`config.mk`:
```
export PLATFORM = sky130hd
export DESIGN_NAME = multi_digit_display
export DESIGN_NICKNAME = d
export VERILOG_FILES = /design/src/rtl/display_pkg.sv /design/src/rtl/bin2bcd_seq.sv /design/src/rtl/multi_digit_display.sv
export SDC_FILE = /design/constraint.sdc
export NUM_CORES = 1
export LEC_CHECK = 0
export CORE_MARGIN = 4
export CORE_UTILIZATION = 30
export DETAILED_ROUTE_END_ITERATION = 7
export GPL_TIMING_DRIVEN = 0
export PLACE_DENSITY = 0.45
export SLEW_MARGIN = 20
export SYNTH_ARGS = -nofsm -noshare
export SYNTH_HDL_FRONTEND = slang
export SYNTH_HIERARCHICAL = 1
export SYNTH_SLANG_ARGS = --single-unit
```
`constraint.sdc`:
```
create_clock -name display_clk -period 3.4 [get_ports display_clk]
set_input_delay 0.51 -clock display_clk [delete_from_list [all_inputs] [get_ports display_clk]]
set_output_delay 0.51 -clock display_clk [all_outputs]
set_load 0.05 [all_outputs]
```
`src/rtl/display_pkg.sv`:
```
`default_nettype none
// ============================================================================
//  Module   : display_pkg
//  Purpose  : Shared definitions for the multiplexed seven-segment driver:
//             segment codes, the nibble-to-segment decoder, a power-of-ten
//             helper and the converter state encoding.
//  Ports    : (package - none)
//  Revision : 1.0  initial release
// ============================================================================
package display_pkg;

  // Active-high segment patterns, bits 6..0
  localparam logic [6:0] SEG_0     = 7'h3F;
  localparam logic [6:0] SEG_1     = 7'h30;
  localparam logic [6:0] SEG_2     = 7'h5B;
  localparam logic [6:0] SEG_3     = 7'h79;
  localparam logic [6:0] SEG_4     = 7'h74;
  localparam logic [6:0] SEG_5     = 7'h6D;
  localparam logic [6:0] SEG_6     = 7'h6F;
  localparam logic [6:0] SEG_7     = 7'h38;
  localparam logic [6:0] SEG_8     = 7'h7F;
  localparam logic [6:0] SEG_9     = 7'h7D;
  localparam logic [6:0] SEG_BLANK = 7'h00;

  // Converter state encoding
  typedef logic [0:0] conv_state_t;
  localparam conv_state_t ST_IDLE = 1'b0;
  localparam conv_state_t ST_CONV = 1'b1;

  function automatic logic [6:0] nibble_to_seg(input logic [3:0] nib);
    logic [6:0] code;
    case (nib)
      4'd0:    code = SEG_0;
      4'd1:    code = SEG_1;
      4'd2:    code = SEG_2;
      4'd3:    code = SEG_3;
      4'd4:    code = SEG_4;
      4'd5:    code = SEG_5;
      4'd6:    code = SEG_6;
      4'd7:    code = SEG_7;
      4'd8:    code = SEG_8;
      4'd9:    code = SEG_9;
      default: code = SEG_BLANK;
    endcase
    return code;
  endfunction

  // Elaboration-time 10^n, used for the saturation threshold
  function automatic logic [63:0] pow10(input int n);
    logic [63:0] r;
    r = 64'd1;
    for (int i = 0; i < n; i++) begin
      r = r * 64'd10;
    end
    return r;
  endfunction

endpackage : display_pkg
`default_nettype wire

```
`src/rtl/bin2bcd_seq.sv`:
```
`default_nettype none
// ============================================================================
//  Module   : bin2bcd_seq
//  Purpose  : Sequential shift-add-3 binary to BCD converter, one bit per
//             cycle. Values above 10^NUM_DIGITS-1 saturate to all nines.
//  Ports    : clk    - clock
//             rst    - synchronous active-high reset
//             start  - begin conversion (ignored while busy)
//             bin    - binary value, captured on an accepted start
//             busy   - conversion in progress (VALUE_W cycles)
//             done   - high in the last conversion cycle; bcd valid then
//             bcd    - BCD result, NUM_DIGITS nibbles, digit 0 in [3:0]
//  Revision : 1.0  initial release
// ============================================================================
module bin2bcd_seq
  import display_pkg::*;
#(
  parameter int VALUE_W    = 14,
  parameter int NUM_DIGITS = 4
) (
  input  logic                    clk,
  input  logic                    rst,
  input  logic                    start,
  input  logic [VALUE_W-1:0]      bin,
  output logic                    busy,
  output logic                    done,
  output logic [4*NUM_DIGITS-1:0] bcd
);

  localparam int          BCD_W     = 4 * NUM_DIGITS;
  localparam int          CNT_W     = $clog2(VALUE_W + 1);
  localparam logic [63:0] MAX_VALUE = pow10(NUM_DIGITS) - 64'd1;

  conv_state_t              r_state;
  logic [VALUE_W-1:0]       r_bin;
  logic [BCD_W-1:0]         r_acc;
  logic [CNT_W-1:0]         r_cnt;
  logic                     r_sat;

  logic [BCD_W-1:0]         w_adj;
  logic [BCD_W+VALUE_W-1:0] w_shifted;
  logic [BCD_W-1:0]         w_next_acc;
  logic [VALUE_W-1:0]       w_next_bin;

  // Add 3 to every nibble that would overflow past 9 after doubling
  for (genvar i = 0; i < NUM_DIGITS; i++) begin : g_adj
    assign w_adj[4*i +: 4] = (r_acc[4*i +: 4] >= 4'd5) ? (r_acc[4*i +: 4] + 4'd3)
                                                       : r_acc[4*i +: 4];
  end

  assign w_shifted  = {w_adj, r_bin} << 1;
  assign w_next_acc = w_shifted[BCD_W+VALUE_W-1:VALUE_W];
  assign w_next_bin = w_shifted[VALUE_W-1:0];

  assign busy = (r_state == ST_CONV);
  assign done = (r_state == ST_CONV) && (r_cnt == CNT_W'(1));
  // Saturated results may have overflowed the accumulator; override them.
  assign bcd  = r_sat ? {NUM_DIGITS{4'h9}} : w_next_acc;

  always_ff @(posedge clk) begin
    if (rst) begin
      r_state <= ST_IDLE;
      r_bin   <= '0;
      r_acc   <= '0;
      r_cnt   <= '0;
      r_sat   <= 1'b0;
    end else begin
      case (r_state)
        ST_IDLE: begin
          if (start) begin
            r_state <= ST_CONV;
            r_bin   <= bin;
            r_acc   <= '0;
            r_cnt   <= CNT_W'(VALUE_W);
            r_sat   <= (64'(bin) > MAX_VALUE);
          end
        end
        ST_CONV: begin
          r_bin <= w_next_bin;
          r_acc <= w_next_acc;
          r_cnt <= r_cnt - CNT_W'(1);
          if (r_cnt == CNT_W'(1)) begin
            r_state <= ST_IDLE;
          end
        end
        default: r_state <= ST_IDLE;
      endcase
    end
  end

endmodule : bin2bcd_seq
`default_nettype wire

```
`src/rtl/multi_digit_display.sv`:
```
`default_nettype none
// ============================================================================
//  Module   : multi_digit_display
//  Purpose  : Multiplexed seven-segment driver. Converts a loaded binary value
//             to BCD, then scans NUM_DIGITS digits at a divided refresh rate
//             with optional leading-zero blanking and whole-display blinking.
//  Ports    : display_clk - sole clock
//             rst         - synchronous active-high reset
//             value       - binary value, sampled on an accepted load
//             load        - load strobe, accepted when busy=0
//             blank_lz    - blank leading zeros (sampled per scan tick)
//             blink_en    - enable blinking (sampled per scan tick)
//             busy        - conversion in progress
//             seg         - registered active-high segment pattern
//             anode       - registered one-hot active-high digit enable
//  Revision : 1.0  initial release
// ============================================================================
module multi_digit_display
  import display_pkg::*;
#(
  parameter int NUM_DIGITS  = 4,
  parameter int VALUE_W     = 14,
  parameter int REFRESH_DIV = 50000,
  parameter int BLINK_TICKS = 128
) (
  input  logic                  display_clk,
  input  logic                  rst,
  input  logic [VALUE_W-1:0]    value,
  input  logic                  load,
  input  logic                  blank_lz,
  input  logic                  blink_en,
  output logic                  busy,
  output logic [6:0]            seg,
  output logic [NUM_DIGITS-1:0] anode
);

  localparam int BCD_W = 4 * NUM_DIGITS;
  localparam int PRE_W = $clog2(REFRESH_DIV);
  localparam int IDX_W = (NUM_DIGITS > 1) ? $clog2(NUM_DIGITS) : 1;
  localparam int BLK_W = (BLINK_TICKS > 1) ? $clog2(BLINK_TICKS) : 1;

  logic                  w_conv_done;
  logic [BCD_W-1:0]      w_conv_bcd;

  logic [BCD_W-1:0]      r_digits;
  logic [PRE_W-1:0]      r_presc;
  logic [IDX_W-1:0]      r_idx;
  logic [BLK_W-1:0]      r_blink_cnt;
  logic                  r_phase_on;

  logic [BCD_W-1:0]      w_digits_next;
  logic                  w_tick;
  logic [IDX_W-1:0]      w_idx_next;
  logic [NUM_DIGITS-1:0] w_zero_up;
  logic                  w_zero_run;
  logic [3:0]            w_cur_digit;
  logic                  w_cur_blank;
  logic [NUM_DIGITS-1:0] w_anode_next;

  bin2bcd_seq #(
    .VALUE_W    (VALUE_W),
    .NUM_DIGITS (NUM_DIGITS)
  ) u_conv (
    .clk   (display_clk),
    .rst   (rst),
    .start (load),
    .bin   (value),
    .busy  (busy),
    .done  (w_conv_done),
    .bcd   (w_conv_bcd)
  );

  // Forward a completing conversion so a coincident tick shows the new digits
  assign w_digits_next = w_conv_done ? w_conv_bcd : r_digits;

  assign w_tick     = (r_presc == PRE_W'(REFRESH_DIV - 1));
  assign w_idx_next = (r_idx == IDX_W'(NUM_DIGITS - 1)) ? '0 : (r_idx + IDX_W'(1));

  // w_zero_up[i]: digit i and every more-significant digit are zero
  always_comb begin
    w_zero_run = 1'b1;
    w_zero_up  = '0;
    for (int i = NUM_DIGITS - 1; i >= 0; i--) begin
      w_zero_run   = w_zero_run && (w_digits_next[4*i +: 4] == 4'd0);
      w_zero_up[i] = w_zero_run;
    end
  end

  // Select the digit and anode for the index being advanced to
  always_comb begin
    w_cur_digit  = '0;
    w_cur_blank  = 1'b0;
    w_anode_next = '0;
    for (int i = 0; i < NUM_DIGITS; i++) begin
      if (w_idx_next == IDX_W'(i)) begin
        w_cur_digit     = w_digits_next[4*i +: 4];
        w_cur_blank     = blank_lz && (i != 0) && w_zero_up[i];
        w_anode_next[i] = 1'b1;
      end
    end
  end

  always_ff @(posedge display_clk) begin
    if (rst) begin
      r_digits    <= '0;
      r_presc     <= '0;
      r_idx       <= '0;
      r_blink_cnt <= '0;
      r_phase_on  <= 1'b1;
      seg         <= SEG_BLANK;
      anode       <= '0;
    end else begin
      r_digits <= w_digits_next;
      if (w_tick) begin
        r_presc <= '0;
        r_idx   <= w_idx_next;
        seg     <= w_cur_blank ? SEG_BLANK : nibble_to_seg(w_cur_digit);
        // This tick is displayed with the phase in force before it is counted
        anode   <= (blink_en && !r_phase_on) ? '0 : w_anode_next;
        if (r_blink_cnt == BLK_W'(BLINK_TICKS - 1)) begin
          r_blink_cnt <= '0;
          r_phase_on  <= ~r_phase_on;
        end else begin
          r_blink_cnt <= r_blink_cnt + BLK_W'(1);
        end
      end else begin
        r_presc <= r_presc + PRE_W'(1);
      end
    end
  end

endmodule : multi_digit_display
`default_nettype wire

```
## Yosys cells after proc, flatten, opt, wreduce, memory -nomap -nowiden

Memories as Yosys holds them, arrays and structs flattened.
Cells that the tools add are included.
Widths: inputs -> output; s select.

- RAM bits: 0
- Word-level logic and storage cells: 81
- Latch bits: 0
- Input port bits: 19
- ROM bits: 112
- Output and inout port bits: 12
- Register bits after elaboration: 89
- Memories kept: 1

Memories:

| name | words | bits a word | read ports | clocked after Yosys merged registers in | write ports | RTL line | source |
|---|---|---|---|---|---|---|---|
| (no name shown) | 16 | 7 | 1 | 0 | 0 | display_pkg.sv:32 | `case (nib)` |

- Multiplexer cells: 30
- $add $sub $neg: 8
- Shift operators: 0
- Multiply operators: 0
- Equality and inequality tests: 8
- Div/mod/pow operators: 0
- $lt $le $gt $ge: 5
- Bitwise logic cells: 2
- Reductions and logical operators: 15

Operators with widths:

| operator | count |
|---|---|
| $mux 16 | 3 |
| $mux 4 | 9 |
| $pmux 16 s2 | 1 |
| $pmux 14 s2 | 1 |
| $add 16x1->16 const B | 1 |
| $eq 16x16->1 const B | 1 |
| $ge 4x3->1 const B | 4 |
| $gt 14x14->1 const B | 1 |
| $mux 14 | 1 |
| $mux 7 | 2 |
| $add 4x2->4 const B | 3 |
| $logic_not 4->1 | 3 |
| $mux 1 | 9 |
| $pmux 4 s2 | 1 |
| $add 7x1->7 const B | 1 |
| $eq 7x7->1 const B | 1 |
| $logic_and 1x1->1 | 7 |
| $eq 2x2->1 const B | 3 |
| $eq 4x1->1 const B | 1 |
| $reduce_and 2->1 | 2 |
| $sub 4x1->4 const B | 1 |
| $add 3x2->3 const B | 1 |
| $mux 3 | 1 |
| $add 2x1->2 const B | 1 |
| other kinds (8) | 9 |

## Longest topological paths before layout

Gate-level depths: netlist (run 1).

- Word-level depth: 12
- Depth in mapped cells: 16
- Gate-level depth less buffers: 16

## Hierarchy

Netlist (run 1), hierarchy kept.

By module, submodules not included:

| module | instances | sequential area each (um^2) | cells an instance | area an instance (um^2) |
|---|---|---|---|---|
| multi_digit_display | 1 | 1,061.0 | 271 | 2,473.6 |
| bin2bcd_seq | 1 | 720.7 | 249 | 2,020.7 |

## Worst setup path after synthesis (run 1)

OpenSTA, ideal clock, no wires.

- Path type: register to register
- From: register u_conv.r_state, in the netlist u_conv/busy
- To: register seg[3]
- Arrival: 3.294 ns
- Clock period less this slack: 3.355 ns
- Path buffers: 3
- Stages on the path, launching flop included: 16
- Setup time: 0.060 ns
- Data required time: 3.340 ns
- Setup slack: 0.045 ns
- Path through: dfxtp_1 > buf_4 > nand2_1 > nor3_1 > buf_6 > buf_4 > mux2_2 > a221oi_1 > a21oi_1 > nor2_1 > a21o_1 > inv_1 > ha_1 > mux2_2 > nand2_1 > a22o_1

- Cells in the longest elaborated chain, start to end: 10
- Elaborated cells between the ends (all ways): 19
- Those cells by class: mux: 9; reduce/logical: 9; memory: 1

Ends and longest elaborated chain:

| item | RTL line | source |
|---|---|---|
| from (decl) | bin2bcd_seq.sv:34 | `conv_state_t r_state;` |
| from (signal assigned) | bin2bcd_seq.sv:62 | `r_state <= ST_IDLE;` |
| from (signal assigned) | bin2bcd_seq.sv:71 | `r_state <= ST_CONV;` |
| from (signal assigned) | bin2bcd_seq.sv:83 | `r_state <= ST_IDLE;` |
| $logic_and 1x1->1 * | bin2bcd_seq.sv:56 | `assign done = (r_state == ST_CONV) && (r_cnt == CNT_W'(1));` |
| via w_conv_done | multi_digit_display.sv:42 | `logic w_conv_done;` |
| $mux 16 * | multi_digit_display.sv:74 | `assign w_digits_next = w_conv_done ? w_conv_bcd : r_digits;` |
| branches (longest 7 deep; another with $mem_v2 16x7) | n/a |  |
| $mux 7 * | multi_digit_display.sv:117 | `seg <= w_cur_blank ? SEG_BLANK : nibble_to_seg(w_cur_digit);` |
| to (signal assigned) | multi_digit_display.sv:117 |  |
| to (decl) | multi_digit_display.sv:33 | `output logic [6:0] seg,` |

Mark *: on every way through the listed nets, which the timed path passes.
A chain may end at the register's enable or synchronous reset.

## Worst setup path after layout (run 1)

- From: register u_conv.r_cnt[0]
- To: register seg[3]

- Cells in the longest elaborated chain, start to end: 11
- Elaborated cells between the ends (all ways): 20
- Those cells by class: eq/ne: 1; mux: 9; reduce/logical: 9; memory: 1

Ends and longest elaborated chain:

| item | RTL line | source |
|---|---|---|
| from (decl) | bin2bcd_seq.sv:37 | `logic [CNT_W-1:0] r_cnt;` |
| from (signal assigned) | bin2bcd_seq.sv:74 | `r_cnt <= CNT_W'(VALUE_W);` |
| from (signal assigned) | bin2bcd_seq.sv:81 | `r_cnt <= r_cnt - CNT_W'(1);` |
| $eq 4x1->1 * | bin2bcd_seq.sv:56 |  |
| $logic_and 1x1->1 * | bin2bcd_seq.sv:56 |  |
| via w_conv_done | multi_digit_display.sv:42 |  |
| $mux 16 * | multi_digit_display.sv:74 |  |
| branches (longest 7 deep; another with $mem_v2 16x7) | n/a |  |
| $mux 7 * | multi_digit_display.sv:117 |  |

Marks and branches as above.

==> flow_metrics.py, run 1 <==
metrics = {
    "power": {
        "ir_drop_mv": 0.325,
        "p_per_area_mw_per_mm2": 433,
        "p_total_mw": 2.34,
        "leakagePower_nw": 2.11,
    },
    "clock_tree": {
        "cts_root_buf": "clkbuf_16",
        "cts_buffers": 9,
        "clock_path_buffers": 2,
        "h-tree-depth": 3,
        "hold_buffers": 0,
        "clk-insertion-delay-late_ps": 350,
        "clk_pin_slew_ps": 70,
        "clock-sinks": 89,
        "cts_tree": "yes",
    },
    "yosys": {
        "ys_types": 56,
        "synthCells": 520,
        "syn_area_mm2": 0.00449,
        "ys.flop_type": "dfxtp_1",
        "yosysWarnings": 6,
        "synth_largest_area_cell": "dfxtp_1",
        "yosysTopAreaCellShare_pct": 39.6,
        "async_reset_ff_share_pct": 0,
        "synth_common_cells": "dfxtp_1, nor2_1, a21oi_1",
        "synth.area.top_cells": "dfxtp_1, nor2_1, ha_1",
        "synth.yosys.seq_area_share_pct": 39.6,
        "yosysMostFrequentCell": "dfxtp_1",
        "synth_edf_count": 0,
        "synth_seq_cells": 89,
        "syn_avg_cell_area_um2": 8.64,
        "synth_nets": 560,
    },
    "drt": {
        "viasPerCell": 4.82,
        "drc_errors": 0,
        "totalWireLength_um": 10500,
        "dr.pass1.iters": 4,
        "vias": 3639,
        "ant_nets": 0,
        "avgRoutedWirePerCell_um": 13.9,
        "drt-initial-drc-count": 176,
    },
    "final_layout": {
        "antennaDiodeCount": 0,
        "regArea_mm2": 0.00178,
        "drive_above_1_share_pct": 12.1,
        "design_area_mm2": 0.00540,
        "num-nets-final": 606,
        "syn_to_final_growth_pct": 20.2,
        "multiInputGateArea_mm2": 0.00251,
        "fill_cells": 1476,
        "fin_util_pct": 37.0,
    },
    "grt": {
        "grt_pass1_vias": 3605,
        "grt_pass1_wl_um": 17700,
        "antenna_found_initial": 0,
        "grt.overflow.total": 0,
        "grtUsageTotal_pct": 13.2,
        "grt_max_degree": 16,
    },
    "setup_path": {
        "cp_cell_sequence": "ha_1 -> nand2_1 -> nor3_4 -> buf_6 -> buf_4 -> mux2_2 -> a221oi_1 -> a21oi_1 -> nor2_1 -> a21o_1 -> inv_1 -> ha_1 -> mux2_2 -> nand2_1 -> a22o_1",
        "crit_slowest_cell": "dfxtp_1",
        "cp-start-kind": "flop",
        "r2r-start": "u_conv/r_cnt[0]$_SDFFE_PP0P_",
        "max_stage_delay_ps": 400,
        "crit_fanout": 10,
        "rrSetupSlack_ps": 320,
        "endpoint_kind": "flop",
        "required_ps": 3700,
        "r2r-end": "seg[3]$_SDFFE_PP0N_",
        "worstSetupPathType": "reg2reg",
        "r2r_cells": 15,
        "cp.arrival_ps": 3380,
    },
    "timing": {
        "fmax_ghz": 0.324,
        "final_hold_viol_count": 0,
        "finalClockSkew_ps": 9.51,
        "tightest_slew_ps": 550,
        "slew_headroom_pct": 63.4,
        "rsz0062_at_grt": "no",
        "post-route-period-util_pct": 90.6,
        "setup_violations": 0,
        "slew_violations": 0,
        "period_needed_ps": 3080,
    },
    "place": {
        "io_buffers": 30,
        "hpwlAfterDp_um": 7670,
        "gp_congestion": 0.762,
        "place_area_mm2": 0.00502,
    },
    "min_path": {
        "worstHoldPathType": "reg2reg",
        "min_to": "anode[1]$_SDFFE_PP0N_",
        "hold_depth": 2,
        "hold_start": "anode[1]$_SDFFE_PP0N_",
    },
    "die": {
        "die-area_mm2": 0.0170,
        "fp.dieW_um": 130,
        "die_h_um": 130,
        "io_pins": 31,
        "coreArea_mm2": 0.0146,
        "start_util_pct": 30.8,
        "num_rows": 44,
    },
    "status": {
        "status": "completed",
    },
    "job": {
        "drv_cap": 0,
    },
}
[worst max-delay path: cells and delay by family, from the launching register on]
kind                       cells  cell delay [ps]
adders and majority gates      2              390
buffers and inverters          3              430
AOI/OAI and AO/OA              4              640
DFF                            1              400
and+or+nand+nor                4              530
muxes                          2              620
[per-stage QoR]
stage | hold WS [ps] | setup TNS [ps] | instances | setup WS [ps]
after global routing | 465 | 0 | 755 | 72.6
after detailed placement | 446 | -661 | 734 | -186
after floorplan | 418 | 0 | 520 | 45.2
after global placement | 436 | -471 | 734 | -142
after CTS | 456 | 0 | 750 | 67.6
final | 453 | 0 | 755 | 318
[final cells by class]
cell class              instances  area share [%]
multi-input cells             385            46.5
flip-flops and latches         89            33.0
repair buffers                 35            6.25
clock buffers                  10            4.42
well taps                     184            4.26
plain buffers                  25            2.48
clock inverters                 6            1.67
inverters                      21            1.46
[layout by cell type (no fill, tap or decap), drive strengths merged, types with 7 or more instances in the layout]
master and count:
a21oi 41, a22o 7, buf 20, clkbuf 20, clkdlybuf4s50 30, dfxtp 89
ha 21, inv 22, mux2 11, mux2i 24, nand2 34, nand2b 11
nand3 24, nand4 8, nor2 85, nor2b 7, nor3 18, o21ai 19
xnor2 9, xor2 16
[power by group]
| part | switching [mW] | internal (mW) | leakage (nW) | total, mW |
|---|---|---|---|---|
| logic | 0.0992 | 0.0702 | 1.23 | 0.169 |
| clock network | 0.428 | 0.666 | 0.159 | 1.09 |
| registers | 0.0150 | 1.06 | 0.721 | 1.08 |
[sequential cells by signal, indices dropped and copies added, names as in the netlist]
| name | flops |
|---|---|
| anode | 4 |
| u_conv/r_acc | 16 |
| u_conv/r_cnt | 4 |
| r_idx | 2 |
| u_conv/r_sat | 1 |
| r_digits | 16 |
| r_phase_on | 1 |
| seg | 7 |
| u_conv/busy | 1 |
| r_presc | 16 |
| u_conv/r_bin | 14 |
| r_blink_cnt | 7 |
[metal layers]
layer	global-route usage [%]	share of wire, %	vias up
met1	17.6	50	1691
li1	-	-	1898
met3	3.62	2.7	8
met5	0	0	-
met4	4.60	1.2	0
met2	20.8	46	42
[repair_timing]
item,4_1_cts,5_1_grt
resized for setup,1,1
endpoints found under the hold margin,0,0
pin swaps,0,1
setup endpoints to repair,5,4
setup buffers,0,5
[cells by family after synthesis]
logic type	after synthesis	share of synthesized area, %
AOI/OAI and AO/OA	91	13.7
adders and majority gates	21	5.85
xor gates and xnor gates	25	4.87
buffers and inverters	46	4.73
and+or+nand+nor	213	23.1
muxes	35	8.10
DFF	89	39.6
[worst max-delay path by stage]
stage / from / end / cells past startpoint
after floorplan: u_conv/busy$_SDFF_PP0_ / seg[3]$_SDFFE_PP0N_ / 15
after global placement: u_conv/r_cnt[0]$_SDFFE_PP0P_ / seg[6]$_SDFFE_PP0N_ / 15
after detailed placement: u_conv/r_cnt[0]$_SDFFE_PP0P_ / seg[3]$_SDFFE_PP0N_ / 15
after CTS: u_conv/r_cnt[0]$_SDFFE_PP0P_ / seg[3]$_SDFFE_PP0N_ / 15
after global routing: u_conv/r_cnt[0]$_SDFFE_PP0P_ / seg[3]$_SDFFE_PP0N_ / 15
final: u_conv/r_cnt[0]$_SDFFE_PP0P_ / seg[3]$_SDFFE_PP0N_ / 15
Power figures use the tool's default switching activity.
==> run 2, diff against run 1 <==
CORE_UTILIZATION = 40   (was 30)
PLACE_DENSITY = 0.57   (was 0.45)
TNS_END_PERCENT = 50   (was unset)
==> run 2 against run 1 <==
Effect of this change:
- clock-buffer cell count increased by 3
- core utilization grew 12 points
- clock power down 9%
- fmax is 1.8% lower
- clock skew is 4.1 ps lower
- worst hold slack lost 2.9 ps
- sequential power hardly changed
- via count grew 2.9%
- cell count is 5.6% lower
- register-to-register slack lost 60 ps
- critical path type unchanged
==> flow_metrics.py, run 2 (same netlist as run 1, synthesis figures left out) <==
metrics = {
    "status": {
        "status": "completed",
    },
    "drt": {
        "viasPerCell": 5.25,
        "drc_errors": 0,
        "wl_met3_um": 415,
        "dr.pass1.iters": 4,
        "top_layer_used": "met4",
        "vias": 3745,
        "ant_nets": 0,
        "drt-initial-drc-count": 125,
        "wl_met1_um": 5030,
        "totalWireLength_um": 10600,
        "avgRoutedWirePerCell_um": 14.9,
        "route.met2.wl_um": 4960,
    },
    "power": {
        "leakagePower_nw": 2.10,
        "ir_drop_mv": 0.217,
        "p_total_mw": 2.24,
        "p_per_area_mw_per_mm2": 421,
    },
    "clock_tree": {
        "cts_buffers": 9,
        "h-tree-depth": 3,
        "clk-insertion-delay-late_ps": 350,
        "clock_path_buffers": 2,
        "cts_root_buf": "clkbuf_16",
        "hold_buffers": 0,
        "cts_tree": "yes",
        "clock-sinks": 89,
        "clk_pin_slew_ps": 60,
    },
    "final_layout": {
        "drive_above_1_share_pct": 11.9,
        "num-nets-final": 608,
        "final_cell_mix": "dfxtp_1, nor2_1, a21oi_1",
        "syn_to_final_growth_pct": 18.5,
        "top_regs": "r_digits: 16 flops, r_presc: 16 flops, u_conv/r_acc: 16 flops",
        "layout.cells.non_filler": 713,
        "fin_util_pct": 48.7,
        "layout_commonest_cell": "dfxtp_1",
        "antennaDiodeCount": 0,
        "design_area_mm2": 0.00532,
    },
    "place": {
        "hpwlAfterDp_um": 7640,
        "place_area_mm2": 0.00497,
        "io_buffers": 30,
        "place_ws_ps": -109,
        "dp.cells": 690,
        "gp_congestion": 0.768,
    },
    "grt": {
        "grt_pass1_vias": 3625,
        "grtUsageTotal_pct": 17.2,
        "antenna_found_initial": 0,
        "grt_pass1_wl_um": 17800,
        "grt.overflow.total": 0,
        "grt_max_degree": 14,
    },
    "setup_path": {
        "cp-start-kind": "flop",
        "required_ps": 3690,
        "crit_fanout": 10,
        "r2r-start": "u_conv/r_cnt[0]$_SDFFE_PP0P_",
        "cp.arrival_ps": 3430,
        "worstSetupPathType": "reg2reg",
        "startpoint": "u_conv/r_cnt[0]$_SDFFE_PP0P_",
        "endpoint_kind": "flop",
    },
    "timing": {
        "period_needed_ps": 3140,
        "fmax_ghz": 0.319,
        "finalClockSkew_ps": 5.45,
        "slew_headroom_pct": 59.9,
        "final_hold_viol_count": 0,
        "whs_ps": 450,
        "setup_violations": 0,
        "slew_violations": 0,
        "tightest_slew_ps": 602,
        "post-route-period-util_pct": 92.3,
        "tns_ps": 0,
        "fin_ws_ps": 261,
    },
    "die": {
        "start_util_pct": 41.1,
        "num_rows": 38,
        "die_h_um": 114,
        "coreArea_mm2": 0.0109,
        "fp.dieW_um": 114,
        "die-area_mm2": 0.0130,
        "io_pins": 31,
    },
    "min_path": {
        "worstHoldPathType": "reg2reg",
        "hold_start": "r_presc[0]$_SDFF_PP0_",
    },
    "job": {
        "drv_cap": 0,
    },
}
-- run 2: layout make-up --
cell class              count  area, µm²
multi-input cells         385       2510
inverters                  21       78.8
repair buffers             37        353
flip-flops and latches     89       1780
clock inverters             3       40.0
clock buffers              13        250
plain buffers              25        134
fillers                  1109       5610
well taps                 140        175
-- run 2: metal layers --
| layer | vias to the layer above | GRT usage [%] |
|---|---|---|
| li1 | 1890 | - |
| met1 | 1778 | 22.9 |
| met2 | 61 | 27.0 |
| met3 | 16 | 3.87 |
| met4 | 0 | 6.73 |
| met5 | - | 0 |
-- run 2: power by group --
group / total, mW / switching (mW) / internal (mW)
clock network: 0.989 / 0.401 / 0.588
logic: 0.173 / 0.102 / 0.0708
registers: 1.08 / 0.0154 / 1.06
-- run 2: path summary, 6_finish.rpt --
path / to / slack (ps) / cells after the start
hold / removal: r_presc[0]$_SDFF_PP0_ / 450 / 1
setup reg to reg: seg[6]$_SDFFE_PP0N_ / 260 / 15
setup / recovery: seg[6]$_SDFFE_PP0N_ / 260 / 15
hold reg to reg: r_presc[0]$_SDFF_PP0_ / 450 / 1
-- run 2: worst max-delay path: stages (launching register included) --
cell	delay, ps
dfxtp_1	400
ha_1	170
nand2_1	90
nor3_4	300
buf_6	180
buf_4	190
mux2_2	360
a221oi_1	300
a21oi_1	80
nor2_1	100
a21o_1	160
inv_1	100
ha_1	180
and2_1	140
o21ai_0	170
a22o_1	150
-- run 2: what timing repair did --
item,4_1_cts,5_1_grt
setup endpoints to repair,4,4
setup buffers,0,7
pin swaps,0,1
resized for setup,1,1
